<file path="src/rtl/gf180mcu_fd_sc_mcu7t5v0__arb_pkg.sv">
// Shared definitions for the 3-way round-robin arbiter: FSM states, owner
// encodings and the cyclic requester-index successor.
package gf180mcu_fd_sc_mcu7t5v0__arb_pkg;

  typedef enum logic [1:0] {
    ST_IDLE = 2'd0,
    ST_OWN  = 2'd1,
    ST_GAP  = 2'd2
  } arb_state_t;

  localparam logic [1:0] OWNER_NONE = 2'd0;
  localparam logic [1:0] OWNER_R1   = 2'd1;
  localparam logic [1:0] OWNER_R2   = 2'd2;
  localparam logic [1:0] OWNER_R3   = 2'd3;

  // (idx mod 3) + 1: the next requester after idx in cyclic order 1->2->3->1.
  function automatic logic [1:0] rr_next(input logic [1:0] idx);
    case (idx)
      OWNER_R1: rr_next = OWNER_R2;
      OWNER_R2: rr_next = OWNER_R3;
      default:  rr_next = OWNER_R1;
    endcase
  endfunction

endpackage

</file>
<file path="src/rtl/gf180mcu_fd_sc_mcu7t5v0__rrpick3.sv">
// Combinational round-robin winner select: searches from the requester after
// PTR, cyclically, and returns the first active index (0 when none requests).
module gf180mcu_fd_sc_mcu7t5v0__rrpick3
  import gf180mcu_fd_sc_mcu7t5v0__arb_pkg::*;
(
  input  logic       R1,
  input  logic       R2,
  input  logic       R3,
  input  logic [1:0] PTR,
  output logic [1:0] WIN
);

  logic [3:0] req;
  logic [1:0] cand;

  assign req = {R3, R2, R1, 1'b0};

  always_comb begin
    WIN  = OWNER_NONE;
    cand = rr_next(PTR);
    for (int unsigned i = 0; i < 3; i++) begin
      if (WIN == OWNER_NONE && req[cand]) WIN = cand;
      cand = rr_next(cand);
    end
  end

endmodule

</file>
<file path="src/rtl/gf180mcu_fd_sc_mcu7t5v0__arb3_1.sv">
// Three-requester round-robin arbiter with hold-limit preemption and a
// one-cycle dead gap between owners; all outputs come straight from flops.
module gf180mcu_fd_sc_mcu7t5v0__arb3_1
  import gf180mcu_fd_sc_mcu7t5v0__arb_pkg::*;
#(
  parameter int unsigned HOLD_MAX = 8
) (
  input  logic       CLK,
  input  logic       RST,
  input  logic       EN,
  input  logic       R1,
  input  logic       R2,
  input  logic       R3,
  input  logic       DONE,
  output logic       G1,
  output logic       G2,
  output logic       G3,
  output logic [1:0] OWNER,
  output logic       BUSY
);

  localparam logic [3:0] HOLD_LIM = 4'(HOLD_MAX);

  arb_state_t state_q, state_d;
  logic [1:0] ptr_q, ptr_d;
  logic [1:0] owner_q, owner_d;
  logic [3:0] hold_q, hold_d;
  logic [2:0] g_q, g_d;
  logic       busy_q;
  logic [1:0] pick;
  logic [3:0] req;
  logic       owner_req;
  logic       others_req;
  logic       own_exit;

  gf180mcu_fd_sc_mcu7t5v0__rrpick3 u_pick (
    .R1  (R1),
    .R2  (R2),
    .R3  (R3),
    .PTR (ptr_q),
    .WIN (pick)
  );

  assign req        = {R3, R2, R1, 1'b0};
  assign owner_req  = req[owner_q];
  assign others_req = |(req & ~(4'd1 << owner_q));
  assign own_exit   = DONE || !owner_req || !EN ||
                      (hold_q == HOLD_LIM && others_req);

  always_comb begin
    state_d = state_q;
    ptr_d   = ptr_q;
    owner_d = owner_q;
    hold_d  = hold_q;
    case (state_q)
      ST_OWN: begin
        if (own_exit) begin
          state_d = ST_GAP;
          owner_d = OWNER_NONE;
          hold_d  = '0;
        end else if (hold_q != HOLD_LIM) begin
          hold_d = hold_q + 4'd1;
        end
      end
      // IDLE and GAP arbitrate identically; DONE plays no part here.
      default: begin
        if (EN && pick != OWNER_NONE) begin
          state_d = ST_OWN;
          owner_d = pick;
          ptr_d   = pick;
          hold_d  = 4'd1;
        end else begin
          state_d = ST_IDLE;
          owner_d = OWNER_NONE;
          hold_d  = '0;
        end
      end
    endcase
  end

  always_comb begin
    case (owner_d)
      OWNER_R1: g_d = 3'b001;
      OWNER_R2: g_d = 3'b010;
      OWNER_R3: g_d = 3'b100;
      default:  g_d = 3'b000;
    endcase
  end

  always_ff @(posedge CLK or posedge RST) begin
    if (RST) begin
      state_q <= ST_IDLE;
      ptr_q   <= OWNER_R3;
      owner_q <= OWNER_NONE;
      hold_q  <= '0;
      g_q     <= '0;
      busy_q  <= 1'b0;
    end else begin
      state_q <= state_d;
      ptr_q   <= ptr_d;
      owner_q <= owner_d;
      hold_q  <= hold_d;
      g_q     <= g_d;
      busy_q  <= |g_d;
    end
  end

  assign G1    = g_q[0];
  assign G2    = g_q[1];
  assign G3    = g_q[2];
  assign OWNER = owner_q;
  assign BUSY  = busy_q;

endmodule

</file>
<file path="config.mk">
export PLATFORM = sky130hd
export DESIGN_NAME = gf180mcu_fd_sc_mcu7t5v0__arb3_1
export DESIGN_NICKNAME = d
export VERILOG_FILES = /design/src/rtl/gf180mcu_fd_sc_mcu7t5v0__arb_pkg.sv /design/src/rtl/gf180mcu_fd_sc_mcu7t5v0__rrpick3.sv /design/src/rtl/gf180mcu_fd_sc_mcu7t5v0__arb3_1.sv
export SDC_FILE = /design/constraint.sdc
export NUM_CORES = 1
export LEC_CHECK = 0
export ABC_CLOCK_PERIOD_IN_PS = 2000
export BUFFER_PORTS_ARGS = -buffer_cell sky130_fd_sc_hd__buf_2
export CORE_MARGIN = 5
export CORE_UTILIZATION = 48
export CTS_CLUSTER_DIAMETER = 40
export CTS_CLUSTER_SIZE = 25
export DETAILED_ROUTE_END_ITERATION = 16
export GPL_ROUTABILITY_DRIVEN = 0
export PLACE_DENSITY = 0.72
export REMOVE_ABC_BUFFERS = 1
export SYNTH_ARGS = -nofsm -noshare
export SYNTH_HDL_FRONTEND = slang
export SYNTH_SLANG_ARGS = --single-unit
</file>
<file path="constraint.sdc">
create_clock -name CLK -period 2 [get_ports CLK]
set_input_delay 0.4 -clock CLK [delete_from_list [all_inputs] [get_ports CLK]]
set_output_delay 0.4 -clock CLK [all_outputs]
set_load 0.01 [all_outputs]
</file>
==> Implementation_results.wiki <==
{| class="wikitable"
! Metric !! Value
|-
| Number of diodes added for antenna fixing || 0
|-
| Cell at the root of the clock tree || sky130_fd_sc_hd__clkbuf_4
|-
| Number of nets in the layout || 110
|-
| Source of the critical timing path || ptr_q[0]
|-
| Via count of the routed design || 631
|-
| Relative slew margins || 0.568
|-
| Hold buffer count at cts || 0
|-
| Number of antenna violations at the first check in global routing || 0
|-
| Final worst-path cycle share || 1.01
|-
| Reg-to-reg setup timing slack || -0.02 ns
|-
| Placement-stage worst setup slack || -0.0715 ns
|-
| Yosys warning total || 0
|-
| Routed wire per std cell || 13.3 um
|-
| Critical Path, Cell by Cell || inv_2, ha_4, nor2_2, or3_1, a22o_1, a32oi_2, and2_1
|-
| Inserted Clock Buffers || 3
|-
| Critical path data required time || 2.22 ns
|-
| Vertical die dimension || 50.5 um
|-
| Maximum frequency from static timing analysis || 495 MHz
|-
| Total track usage || 0.129
|-
| Maximum number of pins on one net before global-route repair || 15
|-
| TritonCTS clock tree || built
|-
| Layout cell share with drive strength beyond 1 || 0.388
|-
| # DRC || 0
|-
| Avg Inst Size Synth || 10.2 um^2
|-
| Number of iterations in the first detailed-routing pass || 4
|-
| Number of H-tree branching levels || 1
|-
| Number of buffer and inverter stages on the critical path || 1
|-
| Clk pin slew, worst setup/hold paths || 0.08 ns
|-
| Worst Path Max Fanout || 4
|-
| Cell family with the largest share of critical-path delay || flip-flops
|-
| Failing checks || setup timing
|-
| Via count of the first global-routing pass || 642
|-
| Synth-to-Final Area Change || 22.5%
|-
| Slowest cell delay on critical path || 0.56 ns
|-
| Setup crit start kind || flip-flop
|-
| Starting DRT DRC Count || 12
|-
| Number of I/O port buffers || 12
|-
| Final setup slack of the worst path || -0.0193 ns
|-
| Flop and latch count out of synthesis || 14
|-
| R2R cell count || 7
|-
| Final hold vios || 0
|-
| CP Class || flip-flop to flip-flop
|-
| CP Depth || 7
|-
| Clock Path Buffers || 2
|-
| Run status || complete, but fails checks
|-
| Starting utilization of the core area || 0.516
|-
| Endpoint kind of the worst setup timing path || flip-flop
|-
| Min Clock Period, post-route || 2.02 ns
|-
| Slew at the pin closest to its max-slew limit || 0.642 ns
|-
| WP data arrival || 2.24 ns
|-
| Width of the die || 50.5 um
|-
| Final Routed Wirelength || 1520 um
|-
| Launching point of the worst reg2reg path || ptr_q[0]
|-
| Number of vias per cell || 5.54
|-
| Area of the core region || 1520 um^2
|-
| Full die area || 2550 um^2
|-
| Distinct cell type count of the synthesized netlist || 30
|-
| Cell Rows || 14
|-
| Setup repair after global routing missed its margin || true
|-
| HPWL Detailed || 1140 um
|-
| Post-route ant nets || 0
|-
| Setup Skew || 0.00387 ns
|-
| Number of max-capacitance violations reported || 0
|-
| GRT Residual Overflow || 0
|-
| Worst IR drop on VDD || 0.930 mV
|-
| Static Leakage || 0.469 nW
|-
| Number of sinks handled by clock tree synthesis || 14
|-
| Global-route wire length before repair || 2660 um
|-
| Later-pin clock latency in the skew report || 0.27 ns
|-
| Destination of the critical timing path || g_q[0]
|-
| Crit-path slowest cell || sky130_fd_sc_hd__dfstp_2
|-
| Num ports || 13
|-
| Proportion of synthesized chip area in sequential cells || 0.449
|-
| Classification of the worst-slack hold path || input pin to async pin
|-
| Worst flop-to-flop path endpoint || g_q[0]
|-
| Number of setup violations in the final report || 2
|-
| Max-slew violation count || 0
|-
| Gate count after technology mapping || 77
|-
| Pwr dens || 1440 nW/um^2
|-
| PnR Total Power || 1.39 mW
|-
| Area of the mapped netlist || 786 um^2
|}
[power by group]
part	total, mW	leakage, nW	switching (mW)	internal (mW)
logic	0.720	0.267	0.370	0.351
registers	0.469	0.181	0.0737	0.395
clock network	0.199	0.0210	0.0883	0.111
total	1.39	0.469	0.532	0.856
[layout by cell type (no fill, tap or decap), types with 3 or more instances in the layout]
cell type / count
sky130_fd_sc_hd__dfrtp_1: 12
sky130_fd_sc_hd__buf_2: 12
sky130_fd_sc_hd__nor2_1: 7
sky130_fd_sc_hd__o21ai_0: 6
sky130_fd_sc_hd__nand2_1: 5
sky130_fd_sc_hd__inv_1: 5
sky130_fd_sc_hd__buf_4: 5
sky130_fd_sc_hd__nand3_1: 4
sky130_fd_sc_hd__mux2i_1: 3
sky130_fd_sc_hd__clkbuf_4: 3
[state kept, by name, indices dropped and copies added (netlist names)]
signal and flops:
OWNER 2, g_q 3, ptr_q 2, BUSY 1
hold_q 4, state_q 2
[routing by layer]
metal  vias up  routed length [um]  global-route usage
met5         -                   0                   0
li1        313                   -                   -
met2        10                 798               0.240
met4         0                  10              0.0255
met1       306                 636               0.144
met3         2                  74              0.0385
[kinds of logic (layout without fill, tap and decap cells)]
group	count (synthesis)	count (layout)	synth area share
AND/OR/NAND/NOR	28	28	0.175
AO/OA/AOI/OAI	20	20	0.228
flip-flops	14	14	0.449
multiplexers	3	3	0.0382
XOR/XNOR	1	1	0.0111
buffers and inverters	7	28	0.0350
adder cells (fa/ha/maj)	4	4	0.0637
[repair_timing]
action,CTS,global route
setup buffers,1,1
pin swaps,5,7
gates resized for setup,3,3
setup endpoints to repair,9,9
[through the flow]
step,hold WS [ns],setup TNS (ns),std cells,util,area (um^2)
after floorplan,0.288,0,77,-,786
final,0.139,-0.0336,114,0.631,962
after CTS,0.156,0,113,0.622,947
after detailed placement,0.460,-0.201,108,0.583,888
after global routing,0.171,-0.419,114,0.631,962
after global placement,0.449,-0.0160,108,0.583,888
[worst reg2reg max path: cells and delay by family, from the launching register on]
kind	cells	cell delay (ns)
DFF	1	0.56
and+or+nand+nor	3	0.54
AOI/OAI and AO/OA	2	0.53
adders and majority gates	1	0.28
buffers and inverters	1	0.05
[layout make-up]
class	instances	area [um^2]
timing repair buffer	17	97.6
fill	118	562
inverter	7	27.5
sequential	14	353
multi-input combinational	56	428
clock buffer	4	36.3
tap	16	20.0
[worst min path at each step]
stage	from	end
6_report	RST	g_q[0]
5_1_grt	RST	hold_q[1]
4_1_cts	RST	g_q[0]
3_5_place_dp	RST	g_q[1]
3_3_place_gp	RST	g_q[2]
2_1_floorplan	RST	BUSY
[cell usage after synthesis]
master,n,area share
sky130_fd_sc_hd__a211oi_1,1,0.0096
sky130_fd_sc_hd__nand2b_1,1,0.0080
sky130_fd_sc_hd__a32oi_2,1,0.021
sky130_fd_sc_hd__inv_1,6,0.029
sky130_fd_sc_hd__ha_1,4,0.064
sky130_fd_sc_hd__dfstp_2,2,0.067
sky130_fd_sc_hd__clkinv_2,1,0.0064
sky130_fd_sc_hd__o31ai_1,2,0.019
sky130_fd_sc_hd__or3b_4,1,0.014
sky130_fd_sc_hd__a2111oi_4,1,0.035
sky130_fd_sc_hd__o21bai_2,1,0.014
sky130_fd_sc_hd__nor2_1,9,0.043
sky130_fd_sc_hd__or3b_2,1,0.011
sky130_fd_sc_hd__a22o_1,1,0.011
sky130_fd_sc_hd__nor2b_1,1,0.0080
sky130_fd_sc_hd__and2_1,2,0.016
sky130_fd_sc_hd__nor3_1,2,0.013
sky130_fd_sc_hd__mux2i_1,3,0.038
sky130_fd_sc_hd__nand2_1,6,0.029
sky130_fd_sc_hd__o21ai_0,6,0.038
sky130_fd_sc_hd__a21oi_2,1,0.011
sky130_fd_sc_hd__a21bo_1,2,0.025
sky130_fd_sc_hd__dfrtp_1,12,0.38
sky130_fd_sc_hd__a31oi_2,1,0.016
sky130_fd_sc_hd__a21o_2,1,0.011
sky130_fd_sc_hd__or3_1,1,0.0080
sky130_fd_sc_hd__nand3_1,4,0.025
sky130_fd_sc_hd__a21oi_1,1,0.0064
sky130_fd_sc_hd__xor2_1,1,0.011
sky130_fd_sc_hd__a21o_1,1,0.0096
No activity file was read; power rests on OpenSTA's default activity.
